`config.mk`:
```
export PLATFORM = sky130hd
export DESIGN_NAME = fbuf_arbiter
export DESIGN_NICKNAME = d
export VERILOG_FILES = /design/src/rtl/fbuf_arbiter.sv
export SDC_FILE = /design/constraint.sdc
export NUM_CORES = 1
export LEC_CHECK = 0
export ABC_CLOCK_PERIOD_IN_PS = 3460
export CORE_MARGIN = 8
export CORE_UTILIZATION = 40
export DETAILED_ROUTE_END_ITERATION = 16
export PLACE_DENSITY = 0.92
export SETUP_SLACK_MARGIN = 0.5
export SLEW_MARGIN = 15
export SYNTH_ARGS = -nofsm -noshare
export SYNTH_HDL_FRONTEND = slang
export SYNTH_SLANG_ARGS = --single-unit
```
`constraint.sdc`:
```
create_clock -name clk -period 3.46 [get_ports clk]
set_input_delay 0.692 -clock clk [delete_from_list [all_inputs] [get_ports clk]]
set_output_delay 0.692 -clock clk [all_outputs]
set_load 0.03 [all_outputs]
```
`src/rtl/fbuf_arbiter.sv`:
```
// fbuf_arbiter: display/clear/CPU slot arbiter for the 512x16 framebuffer RAM; hardware clear engine enabled by FBUF_HW_CLEAR_EN
`timescale 1ns/1ps
module fbuf_arbiter #(
  parameter int ADDR_W    = 9,
  parameter int DATA_W    = 16,
  parameter int CLR_WORDS = 512
) (
  input  logic              clk,
  input  logic              res_n,
  input  logic              disp_req,
  input  logic [ADDR_W-1:0] disp_addr,
  output logic [DATA_W-1:0] disp_data,
  output logic              disp_valid,
  input  logic              cpu_req,
  input  logic              cpu_we,
  input  logic [ADDR_W-1:0] cpu_addr,
  input  logic [DATA_W-1:0] cpu_wdata,
  output logic [DATA_W-1:0] cpu_rdata,
  output logic              cpu_ack,
  input  logic              clr_start,
  output logic              clr_busy,
  output logic [ADDR_W-1:0] ram_addr,
  output logic              ram_we,
  output logic [DATA_W-1:0] ram_wdata,
  input  logic [DATA_W-1:0] ram_rdata
);
  typedef enum logic [1:0] {
    IDLE   = 2'd0,
    CPU_RD = 2'd1
`ifdef FBUF_HW_CLEAR_EN
    , CLEAR = 2'd2
`endif
  } state_t;
  localparam logic [ADDR_W-1:0] CLR_LAST = ADDR_W'(CLR_WORDS - 1);
  state_t state, state_nx;
  logic [ADDR_W-1:0] clr_addr;
  logic clr_take, clr_g, disp_g, cpu_g, cpu_wr, rd_vld, rd_tag, rd_ack;
  // grants are gated by res_n so every output reads 0 while reset is held
  assign disp_g = res_n & disp_req;
  assign cpu_g  = res_n & ~disp_req & ~clr_take & (state == IDLE) & cpu_req;
  assign cpu_wr = cpu_g & cpu_we;
`ifdef FBUF_HW_CLEAR_EN
  logic clr_pend;
  assign clr_take = (state == IDLE) & (clr_start | clr_pend);
  assign clr_g    = res_n & ~disp_req & (state == CLEAR);
  assign clr_busy = state == CLEAR;
  always_ff @(posedge clk or negedge res_n)
    if (!res_n) begin
      clr_addr <= '0;
      clr_pend <= 1'b0;
    end else begin
      if (clr_g) clr_addr <= (clr_addr == CLR_LAST) ? '0 : clr_addr + ADDR_W'(1);
      clr_pend <= (state == CPU_RD) ? (clr_pend | clr_start) : 1'b0;
    end
`else
  logic unused_clr;
  assign unused_clr = clr_start | ^CLR_LAST;
  assign clr_take   = 1'b0;
  assign clr_g      = 1'b0;
  assign clr_busy   = 1'b0;
  assign clr_addr   = '0;
`endif
  always_comb begin
    ram_addr  = disp_g ? disp_addr : clr_g ? clr_addr : cpu_g ? cpu_addr : '0;
    ram_we    = clr_g | cpu_wr;
    ram_wdata = cpu_wr ? cpu_wdata : '0;
  end
  assign cpu_ack = cpu_wr | rd_ack;
  always_comb begin
    state_nx = state;
    if (cpu_g && !cpu_we) state_nx = CPU_RD;
    if (state == CPU_RD && rd_ack) state_nx = IDLE;
`ifdef FBUF_HW_CLEAR_EN
    if (clr_take) state_nx = CLEAR;
    if (clr_g && clr_addr == CLR_LAST) state_nx = IDLE;
`endif
  end
  // read pipe: rd_tag=1 marks a CPU read, 0 a display read
  always_ff @(posedge clk or negedge res_n)
    if (!res_n) begin
      state      <= IDLE;
      rd_vld     <= 1'b0;
      rd_tag     <= 1'b0;
      rd_ack     <= 1'b0;
      disp_valid <= 1'b0;
      disp_data  <= '0;
      cpu_rdata  <= '0;
    end else begin
      state      <= state_nx;
      rd_vld     <= disp_g | (cpu_g & ~cpu_we);
      rd_tag     <= ~disp_g;
      disp_valid <= rd_vld & ~rd_tag;
      rd_ack     <= rd_vld & rd_tag;
      if (rd_vld && !rd_tag) disp_data <= ram_rdata;
      if (rd_vld && rd_tag) cpu_rdata <= ram_rdata;
    end
endmodule

```
After elaboration in Yosys (flattened, before gate mapping) --
Index checks and enable logic that the tools add are counted.
Word-level totals: register bits 38, bits of input ports 56, output and inout port bits 61, word-level logic and storage cells 35
Cells by class: equal/unequal tests 1, mux-type cells 5, bitwise gates (word level) 14, reduce and logical (&&, ||, !) cells 8
Operators by type and width (number):
- 9-bit two-way mux | 2
- 16-bit two-way mux | 1
- 1-bit AND | 8
- 1-bit logical AND | 4
- 2-bit two-way mux | 2
- 1-bit NOT | 4
- 2-bit by 1-bit == test with 1-bit output (second input constant) | 1
- 1-bit zero test | 2
- 2-bit zero test | 1
- 1-bit OR | 2
- 2-bit nonzero test | 1

Longest topological paths before layout --
Gate-level depths: netlist of run 1.
word-level depth 7, depth in mapped cells 4, depth with buffers taken out 2

Least setup slack after synthesis of run 1 --
No wires, ideal clock.
path type input to output, from input port disp_req, to output port ram_addr[0], arrival time 1.785 ns, required time 2.768 ns, path slack 0.983 ns, stages 4, path buffers 2, path through buf_2 -> buf_2 -> nand2_1 -> a21boi_0
Between the ends: cells in the longest elaborated chain, start to end 6, elaborated cells on any way between the ends 7, those cells by class 2 x mux; 5 x bitwise
RTL lines:
- start, declared | RTL line 10 | input logic disp_req,
- 1-bit NOT | RTL line 40 | assign cpu_g = res_n & ~disp_req & ~clr_take & (state == IDLE) & cpu_req;
- 1-bit AND (3 in series) | RTL line 40
- 9-bit two-way mux | RTL line 64 | ram_addr = disp_g ? disp_addr : clr_g ? clr_addr : cpu_g ? cpu_addr : '0;
- 9-bit two-way mux * | RTL line 64
- end, declared | RTL line 22 | output logic [ADDR_W-1:0] ram_addr,
Every way passes the cells marked *; elsewhere a longest branch is shown, timed or not.

Worst setup path after layout of run 1 --
from input port disp_req, to output port ram_addr[4]
Same word-level chain as after synthesis.

==> results.md, run 1 <==
* Worst Tran Pin Value at 1.07 ns
* Yosys top cell by area: dfrtp_1
* Gr busiest metal: met2
* Logic gate share of total power at 0.410
* Minimum clock period at between 2 and 3 ns
* GRT Total Usage at 0.147
* Worst Hold Class: in2async
* Commonest non-fill, non-tap cell in the layout: clkdlybuf4s50_1
* Post-synth top flop: dfrtp_1
* Multiplexer share of the synthesized area at 0.215
* Complex-gate fraction of the synthesized area at 0.0440
* Setup TNS at 0 ns
* Crit share post-route at 0.798
* Slew headroom at 0.288
* Worst-path cell chain: clkdlybuf4s50_1 > buf_4 > nand4bb_1 > a21boi_0 > dlygate4sd2_1
* Endpoints failing hold at 0
* Pleak at 1.35 nW
* Most frequent cells in the layout: clkdlybuf4s50_1, dfrtp_1, mux2_2
* First-pass GRT wire length at 8430 um
* Type of origin of the critical path: input port
* GR Layer Usage met1 at 0.155
* Post-route ant nets at 0
* Max Freq at 0.362 GHz
* Largest net degree at the start of global routing at 34
* Worst path arrival time at 2.07 ns
* Hpwl dp at between 4000 and 5000 um
* FFs w/ async S/R, synth at 1.00
* Slowest-stage cell, CP: dlygate4sd2_1
* Initial DRC Count at 49
* NetSw at 0.000476 W
* First drt pass iteration count at 4
* Via density at 4.90
* Sw frac at 0.336
* Internal power at 0.000939 W
* Ranking of synthesized cells by area: dfrtp_1, mux2_2, mux2_4, nand4bb_1, nor3b_2
* Fin Hold WS at between 0.3 and 0.4 ns
* Syn nets at 193
* Post-Syn Instances at 137
* Sequential fraction of the synthesis area at 0.493
* RD Place Congestion at 0.742
* Average size of a mapped cell at between 10 and 15 um2
* Hold Buf Count CTS at 0
* Setup violations, final at 0
* # nets final at 307
* Clk_lat worst skew at 0.28 ns
* Residual DRC count at 0
* Vias in the first global route at 1675
* Sink Count at 37
* Crit path capture type: primary output
* Mapped cell area at 1880 um2
* Drt wl/cell at 17.1 um
* Synth Area in Adders at 0
* Clock Skews at 0.00714 ns
* Routed WL at 5240 um
* Num rows at 25
* H-tree Lvls at 2
* PwrDens at 461 nW/um2
* Largest stage delay on the critical path at approximately 0.43 ns
* Full die area at between 7000 and 8000 um2
* Clock share of power at 0.196
* Post-Synth XOR/XNOR Area at 0
* Slack of the critical path at 0.699 ns
* Outcome: completed
* Crit path kind: in2out
* M2 GR Usage at 0.262
* Sequential group share of total power at 0.394
* Clk root buf: clkbuf_8
* Area Overhead vs Synth at 63.5%
* Unrepaired setup endpoints after global routing: false
* Critical-path maximum fanout at 10
* GR Layer Usage met3 at 0.0673
* Reg clk slew, reported paths at 0.07 ns
* Max Buffers Root-to-Sink at 2
* Final Max Tran Viols at 0
* CTS tree: built
* Initial antenna violation count at 0
* Starting Density at 0.405
* Peak VDD IR at 0.000344 V
* Total number of vias at 1500
* ANT cells at 0
* Die H at 84.5 um
* Top Ports at 117
* Gr ovfl total at 0
* Simple-gate share of the synthesized area at 0.191
* PortBufs at 114
* Num CTS Buffers at 5
* Post-placement setup slack at approximately 0.26 ns
* EDFF count, synth at 0
* Synth Register Bits at 37
* Placed Cells at 297
* Synth cell types at 22
* Core area at ~4600 um2
* Share of layout cells above drive strength 1 at 0.294
* Main combinational cell family by area after synthesis: multiplexers
* Top-area cell type share of the netlist area at 0.493
* Max Cap Violations at 0
* Ys Warns at 0
* Final non-filler cell total at 306
* Util after Layout at 0.663
* CP required at 2.77 ns
* Die X at 84.5 um
==> stage by stage <==
step	instance area, um2	power (W)
finish	3070	0.00142
floorplan	1880	0.000876
global route	3070	0.00149
detailed placement	2970	0.00116
global placement	2970	0.00114
CTS	3040	0.00144
==> kinds of logic (layout without fill, tap and decap cells) <==
kind of cell,count (synthesis),count (layout)
compound gates,11,11
simple gates,41,41
buf+inv,14,129
mux,33,33
other cells,1,1
flops,37,37
==> synth_stat cells, types with 2 or more instances <==
master and n:
nor3b_2 8, nor3b_1 9, mux2_4 9, inv_1 2, dfrtp_1 37, buf_6 3, mux2_2 23, buf_2 6
nand2_1 10, a21boi_0 9, nand4bb_1 10
==> power by group through the flow <==
| stage | registers (W) | clock network [W] | logic, W |
|---|---|---|---|
| 3_3_place_gp | 0.000560 | 0 | 0.000582 |
| 4_1_cts | 0.000558 | 0.000290 | 0.000587 |
| 2_1_floorplan | 0.000714 | 0 | 0.000162 |
| 3_5_place_dp | 0.000566 | 0 | 0.000590 |
| 6_report | 0.000557 | 0.000278 | 0.000580 |
| 5_1_grt | 0.000569 | 0.000307 | 0.000612 |
==> cell type report <==
class | count | area, um2
Sequential cell | 37 | 926
Multi-Input combinational cell | 86 | 853
Tap cell | 54 | 67.6
Clock buffer | 6 | 72.6
Timing Repair Buffer | 119 | 1130
Inverter | 2 | 7.51
Clock inverter | 2 | 10.0
Fill cell | 365 | 1560
==> registers in the layout (all words and copies together) (netlist names) <==
| register | count |
|---|---|
| disp_data | 16 |
| disp_valid | 1 |
| rd_vld | 1 |
| cpu_rdata | 16 |
| rd_ack | 1 |
| state | 1 |
| rd_tag | 1 |
==> final timing paths <==
path / start / to / slack (ns) / cells past startpoint
min reg2reg: rd_ack / state[0] / 0.44 / 1
min: res_n / disp_data[15] / 0.31 / 1
min in group clk: rd_ack / state[0] / 0.44 / 1
max: disp_req / ram_addr[4] / 0.70 / 5
max in group asynchronous: res_n / disp_data[1] / 2.43 / 2
max reg2reg: rd_tag / disp_data[15] / 1.75 / 2
==> routing by layer <==
| layer | vias up | share of wire |
|---|---|---|
| li1 | 711 | - |
| met1 | 729 | 0.37 |
| met2 | 58 | 0.53 |
| met3 | 2 | 0.10 |
| met4 | 0 | 0.0025 |
| met5 | - | 0 |
==> worst max-delay path, delay by kind of cell <==
family | cells | cell delay [ns]
buffers and inverters | 3 | 1.02
AO/OA/AOI/OAI | 1 | 0.17
AND/OR/NAND/NOR | 1 | 0.17
==> repair_timing <==
action / in CTS / in global routing
endpoints found under the hold margin: 0 / 0
gates resized for setup: 9 / 2
setup buffers: 0 / 1
endpoints found under the setup margin: 19 / 4
cloned: 0 / 0
(Power assumes the default switching activity.)
==> inputs of run 2 (changes only) <==
ABC_CLOCK_PERIOD_IN_PS = 2900   (was 3460)
CORE_UTILIZATION = 37   (was 40)
PLACE_DENSITY = 0.87   (was 0.92)
clock period = 2.9 ns   (was 3.46 ns; I/O delays follow)
==> run 2 against run 1 <==
Total power increased by 21%; routed wire length increased by 4.6%; first-iteration DRC count decreased by 8.2%; critical path depth unchanged; worst setup slack got worse by 0.033 ns; largest cell class unchanged; worst hold slack improved by 0.16 ns; largest power group unchanged.
==> results.md, run 2 (same netlist as run 1, synthesis figures left out) <==
* CP Capture Point: ram_addr[8]
* Area Overhead vs Synth at 64.5%
* Max Freq at 0.448 GHz
* Type of origin of the critical path: input port
* Most frequent cells in the layout: clkdlybuf4s50_1, dfrtp_1, buf_4
* Worst path arrival time at 1.65 ns (-0.42 ns)
* Slowest-stage cell, CP: dlygate4sd2_1
* Crit path kind: in2out
* Minimum clock period at 2.23 ns
* Final total power at 0.00171 W (+21%)
* Core area at 5010 um2 (+8.2%)
* Post-route ant nets at 0 (unchanged)
* Routed WL at 5470 um (+4.6%)
* Final non-filler cell total at 324 (+5.9%)
* Commonest non-fill, non-tap cell in the layout: clkdlybuf4s50_1
* Hpwl dp at 4180 um (+0.77%)
* CTS tree: built
* Worst flop-to-flop path endpoint: disp_data[5]
* Placed Cells at 313 (+5.4%)
* PwrDens at 554 nW/um2 (+20%)
* Worst Hold Class: reg2reg
* Via density at 4.71 (-3.9%)
* RD Place Congestion at 0.717 (-3.4%)
* Reg clk slew, reported paths at 0.07 ns (about the same)
* First-pass GRT wire length at 8410 um (-0.24%)
* FF-to-FF Start: rd_tag
* Crit path from: disp_req
* Peak VDD IR at 0.000457 V (+33%)
* Crit path capture type: primary output
* Slack of the critical path at 0.666 ns (-0.0335 ns)
* Top Ports at 117 (unchanged)
* Worst Tran Pin Value at 1.05 ns (-0.0147 ns)
* Hold Buf Count CTS at 0 (unchanged)
* Largest stage delay on the critical path at 0.29 ns (-0.14 ns)
* GRT Total Usage at 0.143 (-0.00335)
* Starting Density at 0.375 (-0.0308)
* Unrepaired setup endpoints after global routing: false
* CP required at 2.32 ns (-0.45 ns)
* Sink Count at 37 (unchanged)
* Crit share post-route at 0.771
* Full die area at 7610 um2 (+6.5%)
* Vias in the first global route at 1664 (-0.66%)
* Max Cap Violations at 0 (unchanged)
* Residual DRC count at 0 (unchanged)
* CP Buf/Inv Count at 3 (unchanged)
* Worst R2R Path Depth at 2 (unchanged)
* Final Max Tran Viols at 0 (unchanged)
* Initial antenna violation count at 0 (unchanged)
* Largest net degree at the start of global routing at 41 (+21%)
* Share of layout cells above drive strength 1 at 0.339 (+0.0449)
* Max Buffers Root-to-Sink at 2 (unchanged)
* Post-placement setup slack at 0.334 ns (+0.0735 ns)
* # nets final at 309 (+0.65%)
* H-tree Lvls at 2 (unchanged)
* Clock Skews at 0.00889 ns (+0.00175 ns)
* Num rows at 26 (+4.0%)
* Drt wl/cell at 16.9 um (-1.2%)
* Setup TNS at 0 ns (unchanged)
* R2R Setup Slk at 1.19 ns (-0.56 ns)
* Clk_lat worst skew at 0.29 ns (about the same)
* Endpoints failing hold at 0 (unchanged)
* Setup violations, final at 0 (unchanged)
* Total number of vias at 1526 (+1.7%)
* Clk root buf: clkbuf_8
* ANT cells at 0 (unchanged)
* Die H at 87.2 um (+3.2%)
* Pleak at 1.34 nW (-1.1%)
* WP depth at 5 (unchanged)
* Outcome: completed
* # fillers at 442 (+21%)
* Crit-path leading delay family: buffers and inverters
* First drt pass iteration count at 4 (unchanged)
* Num CTS Buffers at 5 (unchanged)
* Cell mode on critical path: buf_4
* Initial DRC Count at 45 (-8.2%)
* Die X at 87.2 um (+3.2%)
* Largest regs: cpu_rdata x16, disp_data x16
* Slew headroom at 0.298 (+0.00978)
* Gr ovfl total at 0 (unchanged)
* PortBufs at 114 (unchanged)
* Worst-path cell chain: dlygate4sd2_1 > buf_4 > nand4bb_1 > a21boi_0 > buf_4
* Critical-path maximum fanout at 16 (+6)
## run 2: area by class of cell
type | instances | area (um2) | area share
Inverter | 2 | 7.51 | 0.00243
Multi-Input combinational cell | 86 | 858 | 0.278
Clock inverter | 2 | 10.0 | 0.00324
Sequential cell | 37 | 926 | 0.300
Timing Repair Buffer | 121 | 1120 | 0.364
Clock buffer | 6 | 72.6 | 0.0235
Tap cell | 70 | 87.6 | 0.0284
## run 2: how the worst min path moves through the flow
stage / startpoint / end / slack [ns] / cells past startpoint
2_1_floorplan: res_n / cpu_rdata[0] / 0.28 / 0
3_3_place_gp: rd_ack / state[0] / 0.43 / 1
3_5_place_dp: rd_ack / state[0] / 0.45 / 1
4_1_cts: rd_ack / state[0] / 0.47 / 1
5_1_grt: rd_ack / state[0] / 0.47 / 1
6_report: rd_ack / state[0] / 0.46 / 1
## run 2: power breakdown
part | internal, W | total (W) | switching, W
Clock | 0.000167 | 0.000345 | 0.000178
Combinational | 0.000344 | 0.000696 | 0.000352
Sequential | 0.000611 | 0.000667 | 0.0000559
Total | 0.00112 | 0.00171 | 0.000586
## run 2: routing by layer
layer  track usage  part of all wire
met1         0.145              0.38
met2         0.262              0.51
met3        0.0632             0.098
met4        0.0344             0.011
met5             0                 0
## run 2: timing repair
item,in CTS,in global routing
gates resized for setup,2,4
setup endpoints to repair,26,18
hold endpoints to repair,0,0
buffers inserted,3,0
## run 2: stage by stage
step / area (um2) / hold WS (ns) / util
after floorplan: 1880 / 0.284 / -
after global placement: 2970 / 0.434 / 0.592
after detailed placement: 2970 / 0.449 / 0.592
after CTS: 3070 / 0.468 / 0.613
after global routing: 3090 / 0.473 / 0.616
final: 3090 / 0.464 / 0.616
==> RTL edit 1: new RTL, config.mk and constraints of run 2 <==
`ADDR_W`: 9 -> 8.
--- a/src/rtl/fbuf_arbiter.sv
+++ b/src/rtl/fbuf_arbiter.sv
@@ -3,3 +3,3 @@
 module fbuf_arbiter #(
-  parameter int ADDR_W    = 9,
+  parameter int ADDR_W    = 8,
   parameter int DATA_W    = 16,
Ports: changed (resized cpu_addr, disp_addr and ram_addr); port bits go from 117 to 114. The function was not compared with the original's and may differ.
==> RTL edit 1 against run 2 <==
- setup slack worse by 41 ps
- cell area down 3.6%
- count of clock-buffer cells in the layout unchanged
- global-route usage down 0.58 points
- total power down 1.5%
- synthesized cell count down 2.2%
- critical path depth down 1
- maximum frequency down 1.8%
- clock power down 2%
- routed wire length down 3.2%
- first-iteration DRC count up 16%
- sequential cell count unchanged
- sequential power up 0.7%
- synthesized area down 3.4%
==> RTL edit 1: results (changes against run 2) <==
status = complete, no violations
Via density = 4.70 (-0.22%)
post-synthesis compound-gate area fraction = 4.14% (-0.26 points)
largest net degree at the start of global routing = 29 (-29%)
Reg2Reg Capture Point = disp_data[9]
GP Congestion = 0.729 (+1.7%)
final hold slack = 371 ps (-92.2 ps)
Post-DP HPWL = 4010 µm (-4.1%)
Crit Path Max Fanout = 10 (-6)
Placed Cells = 304 (-2.9%)
Setup WS pre-CTS = 317 ps (-16.8 ps)
layout cells sized above 1 = 29.7% (-4.2 points)
fillers = 368 (-17%)
R2R Setup Slk = 1230 ps (+40 ps)
Synth top cells by count = dfrtp_1 (37), mux2_2 (23), nor3b_1 (17)
routed via count = 1,471 (-3.6%)
ranking of synthesized cells by area = dfrtp_1 (51%), mux2_2 (14%), mux2_4 (7.5%)
Cell Int Power = 1.11 mW (-0.75%)
Iteration-0 DRC Markers = 52 (+16%)
mux contribution to synthesized area = 22.3% (+0.76 points)
actual slew at the worst max-slew pin = 1010 ps (-44.4 ps)
post-synth net total = 188 (-2.6%)
post-synthesis sequential area ratio = 51.1% (+1.7 points)
HP Class = input pin to asynchronous set/reset pin
setup bufs post-CTS = 0 (-3)
Worst Path Arrival = 1700 ps (+50 ps)
DP Area = 0.00287 mm² (-3.2%)
## RTL edit 1: changes by cell type in the layout (fill, tap and decap cells not counted), sizes merged
cell                  run 2  this run
dlygate4sd2               2         3
dlymetal6s2s              1         0
nand2                    11        10
clkdlybuf4s50            83        81
nand4b                    1         2
buf                      35        31
nand4bb                  10         9
a21boi                    9         8
## RTL edit 1: layout make-up
cell class / count / area share, %
Timing Repair Buffer: 115 / 35.9
Sequential cell: 37 / 31.1
Multi-Input combinational cell: 84 / 27.2
Tap cell: 67 / 2.82
Clock buffer: 6 / 2.44
Clock inverter: 2 / 0.336
Inverter: 2 / 0.252
## RTL edit 1: repair_timing
action / in CTS / in global routing
endpoints found under the setup margin: 26 / 0
gates resized for setup: 4 / 0
endpoints found under the hold margin: 0 / 0
## RTL edit 1: worst max path at each step
stage	start	end	slack, ps	cells after the start
2_1_floorplan	cpu_req	ram_wdata[2]	580	4
3_3_place_gp	disp_req	ram_wdata[6]	330	4
3_5_place_dp	disp_req	ram_wdata[6]	320	4
4_1_cts	state[0]	ram_addr[4]	620	3
5_1_grt	state[0]	ram_addr[6]	540	3
6_report	disp_req	ram_wdata[9]	620	4
## RTL edit 1: worst max-delay path, delay by kind of cell
| family | cells | cell delay [ps] |
|---|---|---|
| simple gates | 2 | 560 |
| buf+inv | 2 | 550 |
## RTL edit 1: metal layers
| metal | global-route usage (%) | share of wire, % | up-vias |
|---|---|---|---|
| li1 | - | - | 694 |
| met1 | 14.8 | 39 | 714 |
| met2 | 23.9 | 51 | 61 |
| met3 | 6.40 | 9.9 | 2 |
| met4 | 2.87 | 0.21 | 0 |
| met5 | 0 | 0 | - |
## RTL edit 1: logic make-up after synthesis
group                  count (synthesis)
AND/OR/NAND/NOR                       39
flip-flops                            37
multiplexers                          33
buffers and inverters                 14
AO/OA/AOI/OAI                         10
other                                  1
## RTL edit 1: power by group through the flow
stage	combinational (mW)	clock (mW)	sequential (mW)
global route	0.705	0.366	0.684
global placement	0.670	0	0.675
detailed placement	0.678	0	0.682
floorplan	0.186	0	0.852
CTS	0.683	0.347	0.673
finish	0.674	0.337	0.672
==> RTL edit 2: new RTL, settings of run 2 <==
Made on the original files. The option `FBUF_HW_CLEAR_EN` is turned on by a define.
--- a/src/rtl/fbuf_arbiter.sv
+++ b/src/rtl/fbuf_arbiter.sv
@@ -2,2 +2,4 @@
 `timescale 1ns/1ps
+`define FBUF_HW_CLEAR_EN
+
 module fbuf_arbiter #(
Check against the original RTL: not equivalent (Yosys sat finds a counterexample within 4 cycles, from zero or initial values).
==> RTL edit 2 against run 2 <==
- sequential cell count rose by 11
- core utilization fell by 1.9 points
- cell area rose by 21%
- synthesized area rose by 25%
- total power rose by 27%
- routed wire length rose by 32%
- count of clock-buffer cells in the layout did not move
- register-to-register slack got worse by 190 ps
- setup slack got worse by 140 ps
- largest cell class is now registers
==> RTL edit 2: results (changes against run 2) <==
Crit Path Max Fanout = 9 (-7)
Worst-path clk slew = 90 ps (+20 ps)
status = complete, no violations
post-synth cell types = 35 (+59%)
routed via count = 2,051 (+34%)
met1 global-route usage = 18.5% (+4.0 points)
Leakage Power = 1.64 nW (+22%)
Synth top cells by count = dfrtp_1 (48), mux2_2 (32), a22o_1 (18), and2_1 (16), nor2b_1 (15)
number of global-route vias before repair = 2,097 (+26%)
post-synth net total = 261 (+35%)
drt total wl = 7250 µm (+32%)
actual slew at the worst max-slew pin = 860 ps (-193 ps)
GP Congestion = 0.848 (+18%)
PortBufs = 116 (+1.8%)
Overall Global Routing Usage = 15.3% (+1.0 points)
min Tclk post-route = 2380 ps (+143 ps)
Max VDD drop = 0.376 mV (-18%)
Setup WS pre-CTS = 211 ps (-123 ps)
layout net count = 382 (+24%)
HP Class = input pin to asynchronous set/reset pin
largest registers = cpu_rdata x16, disp_data x16, clr_addr x9
layout cells sized above 1 = 28.6% (-5.2 points)
DP Area = 0.00353 mm² (+19%)
Post-DP HPWL = 5510 µm (+32%)
Worst Path Arrival = 1800 ps (+150 ps)
first-pass GRT wire length = 11,000 µm (+31%)
met2 usage = 26.6% (+0.41 points)
Iteration-0 DRC Markers = 109 (+140%)
largest net degree at the start of global routing = 36 (-12%)
ranking of synthesized cells by area = dfrtp_1 (51%), mux2_2 (15%), a22o_1 (6.7%)
Clock Skew = 7.31 ps (-1.58 ps)
-- RTL edit 2: cell types whose count changed after synthesis, sizes merged, moves of 3 or more --
cell,change
a21boi,-9
a21oi,+4
a22o,+18
and2,+16
buf,-4
clkbuf,+5
dfrtp,+11
nand2,+3
nand3,+5
nand4bb,-9
nor2,+5
nor2b,+15
nor3b,-15
or4,+3
-- RTL edit 2: cells by family after synthesis --
kind of cell	after synthesis	share of synthesized area [%]
buffers and inverters	15	2.83
AO/OA/AOI/OAI	34	11.5
adder cells (fa/ha/maj)	2	1.07
multiplexers	32	15.4
flip-flops	48	51.3
AND/OR/NAND/NOR	72	17.9
-- RTL edit 2: repair_timing --
item / CTS / global route
setup buffers: 0 / 2
gates cloned: 2 / 1
pin swaps: 2 / 0
endpoints found under the setup margin: 28 / 22
resized for setup: 13 / 9
-- RTL edit 2: critical path, stage by stage --
cell and delay (ps):
clkdlybuf4s50_1 480, and4_4 240, clkbuf_4 190, and2_1 140, buf_4 160
-- RTL edit 2: area by class of cell --
type | count | area [µm²]
clock inverters | 2 | 38.8
well taps | 77 | 96.3
fillers | 510 | 2510
repair buffers | 126 | 1170
flip-flops and latches | 48 | 1200
inverters | 2 | 7.51
clock buffers | 6 | 82.6
multi-input cells | 141 | 1130
-- RTL edit 2: per-layer routing --
layer  share of wire, %  wire length (µm)
met1                 39              2820
met2                 55              3970
met3                5.5               398
met4               0.95                69
met5                  0                 0
-- RTL edit 2: final timing paths --
path	slack, ps	endpoint	cells past startpoint	start
setup / recovery	520	ram_wdata[11]	5	cpu_we
hold / removal	350	clr_addr[4]	2	res_n
setup reg to reg	1000	clr_addr[3]	6	clr_addr[0]
hold reg to reg	510	cpu_rdata[2]	1	cpu_rdata[2]
max in group asynchronous	1860	disp_valid	3	res_n
min in group clk	510	cpu_rdata[2]	1	cpu_rdata[2]
-- RTL edit 2: stage by stage --
step | cells | hold WS [ps] | total power [mW]
finish | 402 | 347 | 2.17
global route | 402 | 355 | 2.28
global placement | 389 | 486 | 1.66
detailed placement | 389 | 492 | 1.68
CTS | 399 | 350 | 2.20
floorplan | 203 | 284 | 1.31
-- RTL edit 2: power breakdown --
| part | switching (mW) | internal [mW] |
|---|---|---|
| clock network | 0.222 | 0.282 |
| registers | 0.0859 | 0.791 |
| logic | 0.401 | 0.388 |
| total | 0.710 | 1.46 |
